--- config.mk ---
export PLATFORM = sky130hd
export DESIGN_NAME = fifo_sched_flat
export DESIGN_NICKNAME = d
export VERILOG_FILES = /design/src/rtl/fifo_sched_if.sv /design/src/rtl/fifo_sched.sv /design/src/flat_wrapper.sv
export SDC_FILE = /design/constraint.sdc
export NUM_CORES = 1
export LEC_CHECK = 0
export CORE_ASPECT_RATIO = 1.1
export CORE_MARGIN = 10
export CORE_UTILIZATION = 40
export CTS_CLUSTER_SIZE = 30
export DETAILED_ROUTE_END_ITERATION = 10
export GPL_ROUTABILITY_DRIVEN = 1
export GPL_TIMING_DRIVEN = 1
export PLACE_DENSITY = 0.8
export SLEW_MARGIN = 20
export SYNTH_ARGS = -nofsm -noshare
export SYNTH_HDL_FRONTEND = slang
export SYNTH_SLANG_ARGS = --single-unit
--- constraint.sdc ---
create_clock -name clk -period 3.5 [get_ports clk]
set_input_delay 0.7 -clock clk [delete_from_list [all_inputs] [get_ports clk]]
set_output_delay 0.7 -clock clk [all_outputs]
set_load 0.01 [all_outputs]
--- src/rtl/fifo_sched_if.sv ---
// -----------------------------------------------------------------------------
// fifo_sched_if
//   Bundles the producer, consumer and fifo-side signals of the fifo scheduler.
//   master : the scheduler (drives grant, pop_done and the fifo strobes/data)
//   slave  : the environment (producers, consumer and the fifo flags)
//
//   req        producer push requests, level, one bit per producer
//   req_data   producer data, producer i on bits [8i+7:8i]
//   grant      one-hot 1-cycle pulse, producer's data taken
//   pop_req    consumer pop request, level
//   pop_done   1-cycle pulse, fifo output data valid
//   fifo_in    data to the fifo input
//   fifo_push  fifo push strobe, active-low
//   fifo_pop   fifo pop strobe, active-low
//   fifo_full  fifo full flag
//   fifo_empty fifo empty flag
// -----------------------------------------------------------------------------
interface fifo_sched_if #(
  parameter int NREQ = 2
);
  logic [NREQ-1:0]   req;
  logic [8*NREQ-1:0] req_data;
  logic [NREQ-1:0]   grant;
  logic              pop_req;
  logic              pop_done;
  logic [7:0]        fifo_in;
  logic              fifo_push;
  logic              fifo_pop;
  logic              fifo_full;
  logic              fifo_empty;

  modport master (
    input  req, req_data, pop_req, fifo_full, fifo_empty,
    output grant, pop_done, fifo_in, fifo_push, fifo_pop
  );

  modport slave (
    output req, req_data, pop_req, fifo_full, fifo_empty,
    input  grant, pop_done, fifo_in, fifo_push, fifo_pop
  );
endinterface

--- src/rtl/fifo_sched.sv ---
// -----------------------------------------------------------------------------
// fifo_sched
//   Serialises round-robin producer pushes and single-consumer pops onto a
//   shared fifo with active-low, edge-detected strobes. Every access is
//   IDLE (decide) -> STROBE (PULSE_CYC low) -> RECOVER (SETTLE_CYC high),
//   so the fifo sees exactly one clean falling edge per access and its flags
//   are only sampled once they have settled.
//
//   Ports
//     clk    clock, rising edge
//     reset  synchronous, active-high
//     bus    fifo_sched_if.master (requests, grants, fifo strobes/data/flags)
//     busy   1 whenever a strobe sequence is in progress
//     level  occupancy counter (tied to 0 unless level tracking is built in)
//
//   Build option
//     FIFO_SCHED_LEVEL_EN : track occupancy in 'level' and also gate pushes on
//                           level<DEPTH and pops on level!=0.
// -----------------------------------------------------------------------------
module fifo_sched #(
  parameter int NREQ       = 2,
  parameter int PULSE_CYC  = 1,
  parameter int SETTLE_CYC = 3,
  parameter int DEPTH      = 16,
  localparam int LVL_W     = $clog2(DEPTH + 1)
) (
  input  logic             clk,
  input  logic             reset,
  fifo_sched_if.master     bus,
  output logic             busy,
  output logic [LVL_W-1:0] level
);

  localparam int RR_W    = (NREQ > 1) ? $clog2(NREQ) : 1;
  localparam int MAX_CYC = (PULSE_CYC > SETTLE_CYC) ? PULSE_CYC : SETTLE_CYC;
  localparam int CNT_W   = $clog2(MAX_CYC);

  typedef enum logic [1:0] {IDLE, STROBE, RECOVER} state_t;
  typedef enum logic       {OP_PUSH, OP_POP}        op_t;

  state_t            state_q, state_d;
  op_t               op_q, op_d;
  logic [CNT_W-1:0]  cnt_q, cnt_d;
  logic [RR_W-1:0]   rr_q, rr_d;
  logic              prefer_pop_q, prefer_pop_d;
  logic [7:0]        fifo_in_q, fifo_in_d;
  logic [NREQ-1:0]   grant_q, grant_d;
  logic              push_n_q, push_n_d;
  logic              pop_n_q, pop_n_d;

  logic [RR_W-1:0]   winner;
  logic              found;
  logic              room, avail;
  logic              push_ok, pop_ok, do_push, do_pop;
  logic              start_push, start_pop;

  // Round-robin search: first asserted request strictly after the last winner.
  always_comb begin
    winner = '0;
    found  = 1'b0;
    for (int k = 1; k <= NREQ; k++) begin
      if (!found && bus.req[(int'(rr_q) + k) % NREQ]) begin
        winner = RR_W'((int'(rr_q) + k) % NREQ);
        found  = 1'b1;
      end
    end
  end

`ifdef FIFO_SCHED_LEVEL_EN
  assign room  = (level < LVL_W'(DEPTH));
  assign avail = (level != '0);

  always_ff @(posedge clk) begin
    if (reset) begin
      level <= '0;
    end else if (start_push && level != LVL_W'(DEPTH)) begin
      level <= level + 1'b1;
    end else if (start_pop && level != '0) begin
      level <= level - 1'b1;
    end
  end
`else
  assign room  = 1'b1;
  assign avail = 1'b1;
  assign level = '0;
`endif

  // Full and empty together block both ops, which covers the illegal case.
  assign push_ok    = (|bus.req) & ~bus.fifo_full & room;
  assign pop_ok     = bus.pop_req & ~bus.fifo_empty & avail;
  assign do_pop     = pop_ok & (prefer_pop_q | ~push_ok);
  assign do_push    = push_ok & ~do_pop;
  assign start_push = (state_q == IDLE) & do_push;
  assign start_pop  = (state_q == IDLE) & do_pop;

  always_comb begin
    // NOTE: every signal gets a default before the case so no path can leave
    // one unassigned and infer a latch.
    state_d      = state_q;
    op_d         = op_q;
    cnt_d        = cnt_q;
    rr_d         = rr_q;
    prefer_pop_d = prefer_pop_q;
    fifo_in_d    = fifo_in_q;
    grant_d      = '0;
    push_n_d     = 1'b1;
    pop_n_d      = 1'b1;

    unique case (state_q)
      IDLE: begin
        if (start_pop) begin
          state_d      = STROBE;
          op_d         = OP_POP;
          cnt_d        = '0;
          pop_n_d      = 1'b0;
          prefer_pop_d = 1'b0;
        end else if (start_push) begin
          state_d         = STROBE;
          op_d            = OP_PUSH;
          cnt_d           = '0;
          push_n_d        = 1'b0;
          grant_d[winner] = 1'b1;
          fifo_in_d       = bus.req_data[8*int'(winner) +: 8];
          rr_d            = winner;
          prefer_pop_d    = 1'b1;
        end
      end
      STROBE: begin
        if (cnt_q == CNT_W'(PULSE_CYC - 1)) begin
          state_d = RECOVER;
          cnt_d   = '0;
        end else begin
          cnt_d    = cnt_q + 1'b1;
          push_n_d = (op_q != OP_PUSH);
          pop_n_d  = (op_q != OP_POP);
        end
      end
      RECOVER: begin
        if (cnt_q == CNT_W'(SETTLE_CYC - 1)) begin
          state_d = IDLE;
          cnt_d   = '0;
        end else begin
          cnt_d = cnt_q + 1'b1;
        end
      end
      default: state_d = IDLE;
    endcase
  end

  // Strobes come straight from flops so the fifo's edge detectors never see
  // decode glitches.
  always_ff @(posedge clk) begin
    // NOTE: sequential state uses non-blocking assignments so every flop
    // samples the pre-edge values regardless of statement order.
    if (reset) begin
      state_q      <= IDLE;
      op_q         <= OP_PUSH;
      cnt_q        <= '0;
      rr_q         <= RR_W'(NREQ - 1);
      prefer_pop_q <= 1'b0;
      fifo_in_q    <= '0;
      grant_q      <= '0;
      push_n_q     <= 1'b1;
      pop_n_q      <= 1'b1;
    end else begin
      state_q      <= state_d;
      op_q         <= op_d;
      cnt_q        <= cnt_d;
      rr_q         <= rr_d;
      prefer_pop_q <= prefer_pop_d;
      fifo_in_q    <= fifo_in_d;
      grant_q      <= grant_d;
      push_n_q     <= push_n_d;
      pop_n_q      <= pop_n_d;
    end
  end

  assign bus.grant     = grant_q;
  assign bus.fifo_in   = fifo_in_q;
  assign bus.fifo_push = push_n_q;
  assign bus.fifo_pop  = pop_n_q;
  assign bus.pop_done  = (state_q == RECOVER) && (op_q == OP_POP) &&
                         (cnt_q == CNT_W'(SETTLE_CYC - 1));
  assign busy          = (state_q != IDLE);

endmodule

--- src/flat_wrapper.sv ---
// flat-port wrapper written by rule: the top's interface ports become plain ports
module fifo_sched_flat 
#(
  parameter int NREQ       = 2,
  parameter int PULSE_CYC  = 1,
  parameter int SETTLE_CYC = 3,
  parameter int DEPTH      = 16,
  localparam int LVL_W     = $clog2(DEPTH + 1)
)
  (clk, reset, busy, level, bus_req, bus_req_data, bus_pop_req, bus_fifo_full, bus_fifo_empty, bus_grant, bus_pop_done, bus_fifo_in, bus_fifo_push, bus_fifo_pop);
  fifo_sched_if #(.NREQ(NREQ)) bus_i ();
  input  logic clk;
  input  logic reset;
  output logic busy;
  output logic [LVL_W-1:0] level;
  input wire logic [$bits(bus_i.req)-1:0] bus_req;
  input wire logic [$bits(bus_i.req_data)-1:0] bus_req_data;
  input wire logic [$bits(bus_i.pop_req)-1:0] bus_pop_req;
  input wire logic [$bits(bus_i.fifo_full)-1:0] bus_fifo_full;
  input wire logic [$bits(bus_i.fifo_empty)-1:0] bus_fifo_empty;
  output wire logic [$bits(bus_i.grant)-1:0] bus_grant;
  output wire logic [$bits(bus_i.pop_done)-1:0] bus_pop_done;
  output wire logic [$bits(bus_i.fifo_in)-1:0] bus_fifo_in;
  output wire logic [$bits(bus_i.fifo_push)-1:0] bus_fifo_push;
  output wire logic [$bits(bus_i.fifo_pop)-1:0] bus_fifo_pop;
  assign bus_i.req = bus_req;
  assign bus_i.req_data = bus_req_data;
  assign bus_i.pop_req = bus_pop_req;
  assign bus_i.fifo_full = bus_fifo_full;
  assign bus_i.fifo_empty = bus_fifo_empty;
  assign bus_grant = bus_i.grant;
  assign bus_pop_done = bus_i.pop_done;
  assign bus_fifo_in = bus_i.fifo_in;
  assign bus_fifo_push = bus_i.fifo_push;
  assign bus_fifo_pop = bus_i.fifo_pop;
  fifo_sched #(.NREQ(NREQ), .PULSE_CYC(PULSE_CYC), .SETTLE_CYC(SETTLE_CYC), .DEPTH(DEPTH)) u_core (.clk(clk), .reset(reset), .bus(bus_i), .busy(busy), .level(level));
endmodule
# After elaboration in Yosys (flattened, before gate mapping)
# Index checks and enable logic that the tools add are counted.
[word_totals]
regBits = 19
latchBits = 0
ram_bits = 0
romBits = 0
in_bits = 23
output_inout_bits = 19
wordCells = 88
memories = 0
[op_classes]
n_addsub = 3
multipliers = 0
div_mod_pow = 0
magnitude_cmp = 4
eq_ne = 6
shifts = 1
mux = 32
bitwise_logic = 17
n_reduce_logical = 16
[op_table]
columns = ["operator", "count"]
rows = [
  ["two-way mux 1 bit", 19],
  ["two-way mux 2 bit", 8],
  ["indexed part select 16 x 5 -> 8 bit", 1],
  ["case mux 2 bit (3 select lines)", 2],
  ["NOT 1 bit", 8],
  ["AND 1 bit", 6],
  ["less-than comparator 2 x 3 -> 1 bit (second input constant)", 2],
  ["AND reduction 3 bit", 2],
  ["equality test 2 bit (second input constant)", 2],
  ["logical AND 1 bit", 4],
  ["logical NOT 2 bit", 2],
  ["case mux 1 bit (2 select lines)", 2],
  ["AND reduction 2 bit", 2],
  ["nonzero test 2 bit", 2],
  ["OR reduction 4 bit", 1],
  ["!= test 3 x 1 -> 1 bit (second input constant)", 1],
  ["nonzero test 3 bit", 1],
  ["adder 1 bit (second input constant)", 2],
  ["adder 2 x 1 -> 2 bit (second input constant)", 1],
  ["AND 1 bit (first input constant)", 2],
  ["equality test 2 x 1 -> 1 bit (second input constant)", 1],
  ["less-than comparator 1 x 2 -> 1 bit (second input constant)", 1],
  ["!= test 2 x 1 -> 1 bit (second input constant)", 1],
  ["!= test 2 bit (second input constant)", 1],
  ["other kinds (5)", 5],
]

# Depth between registers and ports, before layout
# Gate-level depths: netlist (run 1).
[logic_depth]
depth_word = 13
mapped_depth = 7
depth_no_buf = 6

# Least setup slack after synthesis (run 1)
# OpenSTA, ideal clock, no wires.
[synth_timing]
path_kind = "in2reg"
startpoint = "input port bus_fifo_full"
endpoint = "register u_core.fifo_in_q[6] (netlist: u_core.bus.fifo_in[6])"
setup_time_ns = 0.088
arrival_time_ns = 1.651
t_required_ns = 3.412
path_slack_ns = 1.761
path_stages = 5
path_buffers = 1
path_cell_list = "o21bai_1 -> nor3_4 -> buf_6 -> nor2_2 -> a311oi_2"
[synth_via]
elab_chain_cells = 9
word_cells_on_any_way = 11
classes_between = "bitwise: 10; reduce/logical: 1"
[synth_lines]
columns = ["element", "line", "source"]
rows = [
  ["start, declared", "flat_wrapper.sv:19", "input wire logic [$bits(bus_i.fifo_full)-1:0] bus_fifo_full;"],
  ["NOT 1 bit (*)", "fifo_sched.sv:89", "assign push_ok = (|bus.req) & ~bus.fifo_full & room;"],
  ["AND 1 bit (*)", "fifo_sched.sv:89", ""],
  ["NOT 1 bit", "fifo_sched.sv:91", "assign do_pop = pop_ok & (prefer_pop_q | ~push_ok);"],
  ["bitwise OR 1 bit", "fifo_sched.sv:91", ""],
  ["AND 1 bit", "fifo_sched.sv:91", ""],
  ["NOT 1 bit", "fifo_sched.sv:92", "assign do_push = push_ok & ~do_pop;"],
  ["AND 1 bit", "fifo_sched.sv:92", ""],
  ["AND 1 bit", "fifo_sched.sv:93", "assign start_push = (state_q == IDLE) & do_push;"],
  ["AND reduction 3 bit (no source line) (*)", "--", ""],
  ["end signal, assigned", "fifo_sched.sv:171", "fifo_in_q <= fifo_in_d;"],
  ["end, declared", "fifo_sched.sv:46", "logic [7:0] fifo_in_q, fifo_in_d;"],
]
# Every way passes the cells marked *; elsewhere a longest branch is shown, timed or not.
# A chain may end at the register's enable or synchronous reset.

# Worst setup path after layout (run 1)
[layout_timing]
startpoint = "register u_core.state_q[0]"
endpoint = "output port busy"
[layout_via]
elab_chain_cells = 1
[layout_lines]
columns = ["element", "line", "source"]
rows = [
  ["start, declared", "fifo_sched.sv:41", "state_t state_q, state_d;"],
  ["start signal, assigned", "fifo_sched.sv:166", "state_q <= state_d;"],
  ["nonzero test 2 bit", "fifo_sched.sv:184", "assign busy = (state_q != IDLE);"],
  ["end, declared", "flat_wrapper.sv:14", "output logic busy;"],
]
# No other way between the ends.

==> results.yml, run 1 <==
run_status:
  status: "finished, final reports clean"
yosys:
  synthArstFlopShare: 0
  avgSynthCellArea_um2: 8.59
  synth.distinct_cells: 33
  synth_flop_cell: "dfxtp_1"
  yosys-top-cells-area: "dfxtp_1 (37%), ha_1 (11%), nand2_1 (8.0%)"
  yosys_warnings: 0
  synth_edf_count: 0
  synth_top_area_share: 0.369
  synth_area_leader_cell: "dfxtp_1"
  synth-seq-cells: 19
  seq_area_frac_synth: 0.369
  synthCells: 120
  synthesis.area_mm2: 0.00103
  yosysMostFrequentCell: "nand2_1"
  ys_top_cells_by_count: "nand2_1 (22), dfxtp_1 (19), ha_1 (9)"
drt:
  finalWirelength_um: 2680
  wl_per_cell_um: 14.4
  dr_total_vias: 926
  dr.pass1.iters: 4
  drt_iter0_markers: 24
  postRouteAntennaNets: 0
  post-route-drc-count: 0
  via_per_inst: 4.98
setup_path:
  cp-end-kind: "primary output"
  cpPeakStageDelay_ns: 0.56
  rr_worst_depth: 6
  crit_chain: "inv_1, ha_1, inv_2, clkdlybuf4s50_1"
  crit_type: "reg -> out"
  crit_required_ns: 2.80
  crit_start: "u_core.state_q[0]"
  startpoint_type: "flip-flop"
  crit_slowest_cell: "clkdlybuf4s50_1"
  r2r_start: "u_core.state_q[0]"
  worst_ep_arrival_time_ns: 1.80
  cp_max_fo: 7
placement:
  port_buffers: 36
  place.gp.congestion: 0.774
  dpl-instance-area_mm2: 0.00139
  pre_cts_ws_ns: 0.989
  hpwl_um: 2200
  dp.cells: 182
floorplanning:
  dieArea_mm2: 0.00501
  rows: 19
  die_y_um: 73.2
  start_util: 0.417
  ios: 42
  core_area_mm2: 0.00247
  fp.dieW_um: 68.4
clock_network:
  clockBufferDepth: 2
  clkLatencyLatePin_ns: 0.30
  postCtsResizedCells: 0
  cts_made_buffers: 3
  htree_levels: 1
  cts_sinks: 19
  holdBufCountCts: 0
  cts_tree: "built"
  cts_setup_buffers: 0
  clk_pin_slew_worst_paths_ns: 0.10
  clk_root_buffer_cell: "clkbuf_4"
sta:
  rsz0062_at_grt: "false"
  max-slew-margin-rel: 0.524
  fin_tns_setup_ns: 0
  final.setup.worst_slack_ns: 1.00
  worst_pin_slew_ns: 0.712
  fmax_ghz: 0.401
  skew_ns: 0.0100
  hold_violations: 0
  period_share: 0.713
  finalSetupViolations: 0
  period_needed_ns: 2.50
  drv_slew: 0
finish:
  design_area_mm2: 0.00141
  drive_gt1_frac: 0.0581
  area.growth.synth_to_final_pct: 37.0
  final_cells: 186
  nets: 188
  diodes: 0
worst_hold_path:
  hold_path_class: "reg -> reg"
  holdCritStartpoint: "u_core.bus.fifo_in[2]"
  hold_path_depth: 2
global_route:
  grt_pass1_vias: 982
  grt_max_degree: 21
  grt_usage: 0.114
  grt-ovfl-total: 0
  antenna_found_initial: 0
  grt_pass1_wl_um: 4490
power_and_ir_drop:
  p_comb_frac: 0.466
  switchingPower_w: 0.000278
  power_density_mw_per_mm2: 537
  peakVddDrop_mv: 0.331
  seqPwrFrac: 0.387
  power.internal_w: 0.000481
  swShare: 0.367
  leakage_nw: 0.556
  clock_power_share: 0.147
run:
  max_cap_violations: 0
## flip-flops by register name (all words and copies together) (netlist names)
name / cells
u_core.bus.fifo_in: 8
u_core.bus.fifo_pop: 1
u_core.bus.fifo_push: 1
u_core.bus.grant: 2
u_core.cnt_q: 2
u_core.op_q: 1
u_core.prefer_pop_q: 1
u_core.rr_q: 1
u_core.state_q: 2
## metrics by stage
| stage | power (W) | hold slack [ns] | utilization |
|---|---|---|---|
| floorplan | 0.000512 | 0.450 | - |
| global placement | 0.000642 | 0.468 | 0.560 |
| detailed placement | 0.000653 | 0.490 | 0.560 |
| CTS | 0.000767 | 0.507 | 0.571 |
| global route | 0.000821 | 0.524 | 0.571 |
| finish | 0.000759 | 0.505 | 0.571 |
## final cells by class
type	instances	area (um2)
Multi-Input combinational cell	88	576
Fill cell	226	1060
Clock inverter	1	5.00
Inverter	8	30.0
Timing Repair Buffer	36	360
Tap cell	31	38.8
Sequential cell	19	380
Clock buffer	3	22.5
## cells in the final DEF (no fill, tap or decap), types with 3 or more instances in the layout
cell,n
inv_1,7
conb_1,5
clkbuf_4,3
clkdlybuf4s50_1,36
a311oi_1,7
dfxtp_1,19
a21oi_1,5
ha_1,9
nor2_1,7
nand2_1,22
nand2b_1,7
## worst paths after layout
kind / end / slack [ns]
worst min-delay path: u_core.bus.fifo_in[2] / 0.50
worst max register to register: u_core.rr_q / 1.56
worst min register to register: u_core.bus.fifo_in[2] / 0.50
worst max-delay path: busy / 1.00
## power by group through the flow
stage	registers, W	clock network [W]	logic, W
floorplan	0.000311	0	0.000201
global placement	0.000298	0	0.000344
detailed placement	0.000299	0	0.000354
CTS	0.000294	0.000116	0.000357
global route	0.000301	0.000124	0.000396
finish	0.000294	0.000112	0.000354
## metal layers
layer / vias up / GRT usage / share of wire
met3: 6 / 0.0645 / 0.11
met1: 410 / 0.120 / 0.41
met4: 0 / 0.0604 / 0.021
li1: 476 / - / -
met5: - / 0 / 0
met2: 34 / 0.175 / 0.46
## critical path: cells and delay by family, from the launching register on
kind | cells | cell delay, ns
buf+inv | 3 | 0.80
fa+ha+maj | 1 | 0.30
flops | 1 | 0.41
## cell families (layout without fill, tap and decap cells)
| logic type | count (synthesis) | count (layout) | share of synthesized area |
|---|---|---|---|
| DFF | 19 | 19 | 0.369 |
| and+or+nand+nor | 48 | 48 | 0.231 |
| AOI/OAI and AO/OA | 24 | 24 | 0.181 |
| buffers and inverters | 17 | 48 | 0.0874 |
| muxes | 2 | 2 | 0.0194 |
| other | 1 | 5 | 0.00364 |
| adders and majority gates | 9 | 9 | 0.109 |
(Power assumes the default switching activity.)
==> inputs of run 2 (changes only) <==
==> constraint.sdc (replaced) <==
create_clock -name clk -period 2.54 [get_ports clk]
set_input_delay 0.508 -clock clk [delete_from_list [all_inputs] [get_ports clk]]
set_output_delay 0.508 -clock clk [all_outputs]
set_load 0.01 [all_outputs]
==> run 2 against run 1 <==
Die area stayed put. Clock power is 35% higher. Total power up 38%. Clock skew down 0.0088 ns. Sequential power grew 38%. Final cell count grew 0.54%. Clock-buffer cell count up 1. Combinational power rose by 39%. First-iteration DRC count grew 33%. Critical path depth is the same. Critical endpoint unchanged.
==> results.yml, run 2 (synthesized netlist as in run 1, its figures left out) <==
sta:
  skew_ns: 0.00120
  max-slew-margin-rel: 0.556
  drv_slew: 0
  period_share: 0.909
  final.setup.worst_slack_ns: 0.231
  fmax_ghz: 0.433
  period_needed_ns: 2.31
  finalSetupViolations: 0
  worst_pin_slew_ns: 0.664
  fin_tns_setup_ns: 0
  hold_violations: 0
  hold_slack_ns: 0.501
  rsz0062_at_grt: "false"
clock_network:
  cts_tree: "built"
  htree_levels: 1
  clk_root_buffer_cell: "clkbuf_4"
  cts_sinks: 19
  clkLatencyLatePin_ns: 0.29
  cts_setup_buffers: 0
  clk_pin_slew_worst_paths_ns: 0.10
  cts_made_buffers: 3
  holdBufCountCts: 0
  clockBufferDepth: 2
  postCtsResizedCells: 0
drt:
  postRouteAntennaNets: 0
  drt_iter0_markers: 32
  dr.pass1.iters: 7
  wl_per_cell_um: 13.6
  dr_total_vias: 939
  via_per_inst: 5.02
  post-route-drc-count: 0
  finalWirelength_um: 2550
global_route:
  grt_pass1_vias: 976
  grt-ovfl-total: 0
  grt_pass1_wl_um: 4260
  grt_max_degree: 21
  antenna_found_initial: 0
  grt_usage: 0.106
setup_path:
  cp_max_fo: 7
  worst_ep_arrival_time_ns: 1.80
  crit_required_ns: 2.03
  crit_start: "u_core.state_q[0]"
  r2r_start: "u_core.state_q[0]"
  rr_worst_depth: 7
  cp-end-kind: "primary output"
  crit_type: "reg -> out"
  startpoint_type: "flip-flop"
finish:
  area.growth.synth_to_final_pct: 37.6
  nets: 189
  diodes: 0
  final_cells: 187
  final_common_cell: "clkdlybuf4s50_1"
  design_area_mm2: 0.00142
  largest_register_ffs: 8
  drive_gt1_frac: 0.0577
  final_cell_mix: "clkdlybuf4s50_1 (36), nand2_1 (22), dfxtp_1 (19)"
run:
  max_cap_violations: 0
power_and_ir_drop:
  switchingPower_w: 0.000379
  swShare: 0.361
  power.internal_w: 0.000670
  p_comb_frac: 0.469
  leakage_nw: 0.558
  seqPwrFrac: 0.387
  power_density_mw_per_mm2: 739
  clock_power_share: 0.144
  peakVddDrop_mv: 0.394
placement:
  place.gp.congestion: 0.788
  port_buffers: 36
  dp.cells: 183
  dpl-instance-area_mm2: 0.00139
  pre_cts_ws_ns: 0.314
  hpwl_um: 2120
floorplanning:
  ios: 42
  fp.dieW_um: 68.4
  rows: 19
  start_util: 0.417
  dieArea_mm2: 0.00501
  die_y_um: 73.2
  core_area_mm2: 0.00247
worst_hold_path:
  holdCritStartpoint: "u_core.bus.fifo_in[7]"
  hold_path_class: "reg -> reg"
  hold_path_depth: 2
run_status:
  status: "finished, final reports clean"
==> run 2: changes by cell type in the layout (fill, tap and decap cells not counted) <==
| cell | delta |
|---|---|
| clkinv_2 | -1 |
| clkbuf_1 | +1 |
| buf_4 | +1 |
==> run 2: final cells by class <==
| class | count | area, um2 |
|---|---|---|
| clock buffer | 4 | 26.3 |
| fill | 229 | 1050 |
| inverter | 8 | 30.0 |
| multi-input combinational | 88 | 576 |
| sequential | 19 | 380 |
| tap | 31 | 38.8 |
| timing repair buffer | 37 | 368 |
==> run 2: power by group through the flow <==
| stage | Clock (W) | Sequential, W | Combinational (W) |
|---|---|---|---|
| 2_1_floorplan | 0 | 0.000429 | 0.000277 |
| 3_3_place_gp | 0 | 0.000412 | 0.000479 |
| 3_5_place_dp | 0 | 0.000410 | 0.000493 |
| 4_1_cts | 0.000155 | 0.000406 | 0.000497 |
| 5_1_grt | 0.000166 | 0.000414 | 0.000542 |
| 6_report | 0.000151 | 0.000406 | 0.000492 |
==> run 2: critical path: stages (launching register included) <==
cell	delay (ns)
dfxtp_1	0.40
inv_1	0.11
ha_1	0.30
inv_2	0.14
clkdlybuf4s50_1	0.56
==> run 2: metal layers <==
| metal | vias to the layer above | routed length [um] | GRT usage |
|---|---|---|---|
| met5 | - | 0 | 0 |
| met4 | 0 | 0 | 0.0336 |
| met3 | 0 | 310 | 0.0614 |
| met2 | 47 | 1210 | 0.167 |
| met1 | 413 | 1030 | 0.117 |
| li1 | 479 | - | - |
==> run 2: final timing paths <==
check,to,slack (ns)
hold / removal,u_core.bus.fifo_in[7],0.50
setup / recovery,busy,0.23
setup reg to reg,u_core.bus.fifo_in[1],0.68
hold reg to reg,u_core.bus.fifo_in[7],0.50
==> run 2: stage by stage <==
stage | total power (W) | util
floorplan | 0.000706 | -
global placement | 0.000891 | 0.563
detailed placement | 0.000904 | 0.563
CTS | 0.00106 | 0.574
global route | 0.00112 | 0.574
finish | 0.00105 | 0.574
==> inputs of run 3 (changes only) <==
--- a/config.mk
+++ b/config.mk
@@ -7,12 +7,13 @@
 export LEC_CHECK = 0
 export CORE_ASPECT_RATIO = 1.1
 export CORE_MARGIN = 10
-export CORE_UTILIZATION = 40
+export CORE_UTILIZATION = 35
 export CTS_CLUSTER_SIZE = 30
 export DETAILED_ROUTE_END_ITERATION = 10
 export GPL_ROUTABILITY_DRIVEN = 1
 export GPL_TIMING_DRIVEN = 1
-export PLACE_DENSITY = 0.8
+export HOLD_SLACK_MARGIN = 0.06
+export PLACE_DENSITY = 0.72
 export SLEW_MARGIN = 20
 export SYNTH_ARGS = -nofsm -noshare
 export SYNTH_HDL_FRONTEND = slang
==> constraint.sdc (replaced) <==
create_clock -name clk -period 2.54 [get_ports clk]
set_input_delay 0.508 -clock clk [delete_from_list [all_inputs] [get_ports clk]]
set_output_delay 0.508 -clock clk [all_outputs]
set_load 0.1 [all_outputs]
==> run 3 against run 2 <==
Die area rose by 10%. Utilization down 7.9 points. Cell area fell by 2.3%. Flip-flop and latch count did not move. Combinational power rose by 78%. Sequential share of layout area rose by 0.63 points. First-iteration DRC count rose by 19%. Clock-buffer cell count unchanged. Sequential power about the same. Final cell count rose by 1.1%. Largest power group unchanged. Critical path type unchanged. Non-clock buffer count did not move. Maximum frequency is 12% higher.
==> results.yml, run 3 (synthesized netlist as in run 1, its figures left out) <==
setup_path:
  cp_max_fo: 7
  crit_chain: "inv_1, ha_1, inv_2, buf_4"
  cp-end-kind: "primary output"
  crit_type: "reg -> out"
  crit_family: "buffers and inverters"
  crit_required_ns: 2.03
  cpPeakStageDelay_ns: 0.41
  worst_ep_arrival_time_ns: 1.55
  cp.buffers_inverters: 3
  startpoint_type: "flip-flop"
  crit_slowest_cell: "dfxtp_1"
sta:
  skew_ns: 0.00442
  worst_pin_slew_ns: 0.647
  fin_tns_setup_ns: 0
  period_share: 0.811
  hold_violations: 0
  final.setup.worst_slack_ns: 0.479
  period_needed_ns: 2.06
  finalSetupViolations: 0
  rsz0062_at_grt: "false"
  max-slew-margin-rel: 0.567
  fmax_ghz: 0.485
  drv_slew: 0
clock_network:
  htree_levels: 1
  cts_sinks: 19
  holdBufCountCts: 0
  clockBufferDepth: 2
  cts_tree: "built"
  cts_made_buffers: 3
  clk_pin_slew_worst_paths_ns: 0.10
  cts_setup_buffers: 0
  postCtsResizedCells: 0
  clkLatencyLatePin_ns: 0.29
  clk_root_buffer_cell: "clkbuf_4"
drt:
  dr.pass1.iters: 4
  dr_total_vias: 937
  wl_per_cell_um: 14.1
  post-route-drc-count: 0
  postRouteAntennaNets: 0
  finalWirelength_um: 2660
  via_per_inst: 4.96
  drt_iter0_markers: 38
placement:
  place.gp.congestion: 0.764
  pre_cts_ws_ns: 0.344
  dp.cells: 185
  port_buffers: 36
  dpl-instance-area_mm2: 0.00136
  hpwl_um: 2190
floorplanning:
  fp.dieW_um: 71.8
  core_area_mm2: 0.00280
  start_util: 0.368
  ios: 42
  dieArea_mm2: 0.00552
  die_y_um: 76.9
  rows: 20
finish:
  area.growth.synth_to_final_pct: 34.5
  drive_gt1_frac: 0.147
  final_cell_mix: "nand2_1 (22), clkdlybuf4s50_1 (22), dfxtp_1 (19)"
  nets: 189
  largest_register_ffs: 8
  final_cells: 189
  design_area_mm2: 0.00139
  diodes: 0
global_route:
  grt_max_degree: 21
  grt_usage: 0.0962
  grt-ovfl-total: 0
  antenna_found_initial: 0
  grt_pass1_wl_um: 4510
  grt_pass1_vias: 1020
power_and_ir_drop:
  power_w: 0.00143
  peakVddDrop_mv: 0.793
  power_density_mw_per_mm2: 1030
  leakage_nw: 0.579
worst_hold_path:
  hold_path_class: "reg -> reg"
run:
  max_cap_violations: 0
run_status:
  status: "finished, final reports clean"
[run 3: cell types whose count changed in the layout (fill, tap and decap cells not counted)]
cell	previous run	this run
buf_4	1	15
clkdlybuf4s50_1	36	22
[run 3: worst register-to-register path, cell delays in order, from the launching register on]
cell	delay, ns
dfxtp_1	0.36
inv_1	0.12
ha_1	0.30
inv_2	0.11
nor3_4	0.32
buf_4	0.24
nor2_1	0.06
a311oi_1	0.24
[run 3: area by class of cell]
type	count	area (um2)
clock buffers	4	26.3
fillers	276	1420
flip-flops and latches	19	380
well taps	33	41.3
repair buffers	37	333
multi-input cells	88	576
inverters	8	30.0
[run 3: report_power, final]
part           internal (W)  switching, W
logic              0.000222      0.000652
clock network     0.0000610     0.0000899
registers          0.000367     0.0000423
total              0.000649      0.000785
[run 3: through the flow]
| step | hold WS (ns) | utilization |
|---|---|---|
| 2_1_floorplan | 0.450 | - |
| 3_3_place_gp | 0.478 | 0.485 |
| 3_5_place_dp | 0.484 | 0.485 |
| 4_1_cts | 0.503 | 0.495 |
| 5_1_grt | 0.531 | 0.495 |
| 6_report | 0.500 | 0.495 |
[run 3: final timing paths]
path / startpoint / endpoint / slack, ns / depth (start not counted)
worst max register to register: u_core.state_q[0] / u_core.bus.fifo_in[2] / 0.69 / 7
worst max-delay path: u_core.state_q[0] / busy / 0.48 / 4
worst min-delay path: u_core.bus.fifo_in[3] / u_core.bus.fifo_in[3] / 0.50 / 2
worst min register to register: u_core.bus.fifo_in[3] / u_core.bus.fifo_in[3] / 0.50 / 2
[run 3: per-layer routing]
| metal | vias up | wire, um | GRT usage |
|---|---|---|---|
| met1 | 423 | 1060 | 0.0952 |
| met2 | 36 | 1260 | 0.158 |
| met3 | 2 | 322 | 0.0566 |
| met4 | 0 | 17 | 0.0407 |
| li1 | 476 | - | - |
| met5 | - | 0 | 0 |
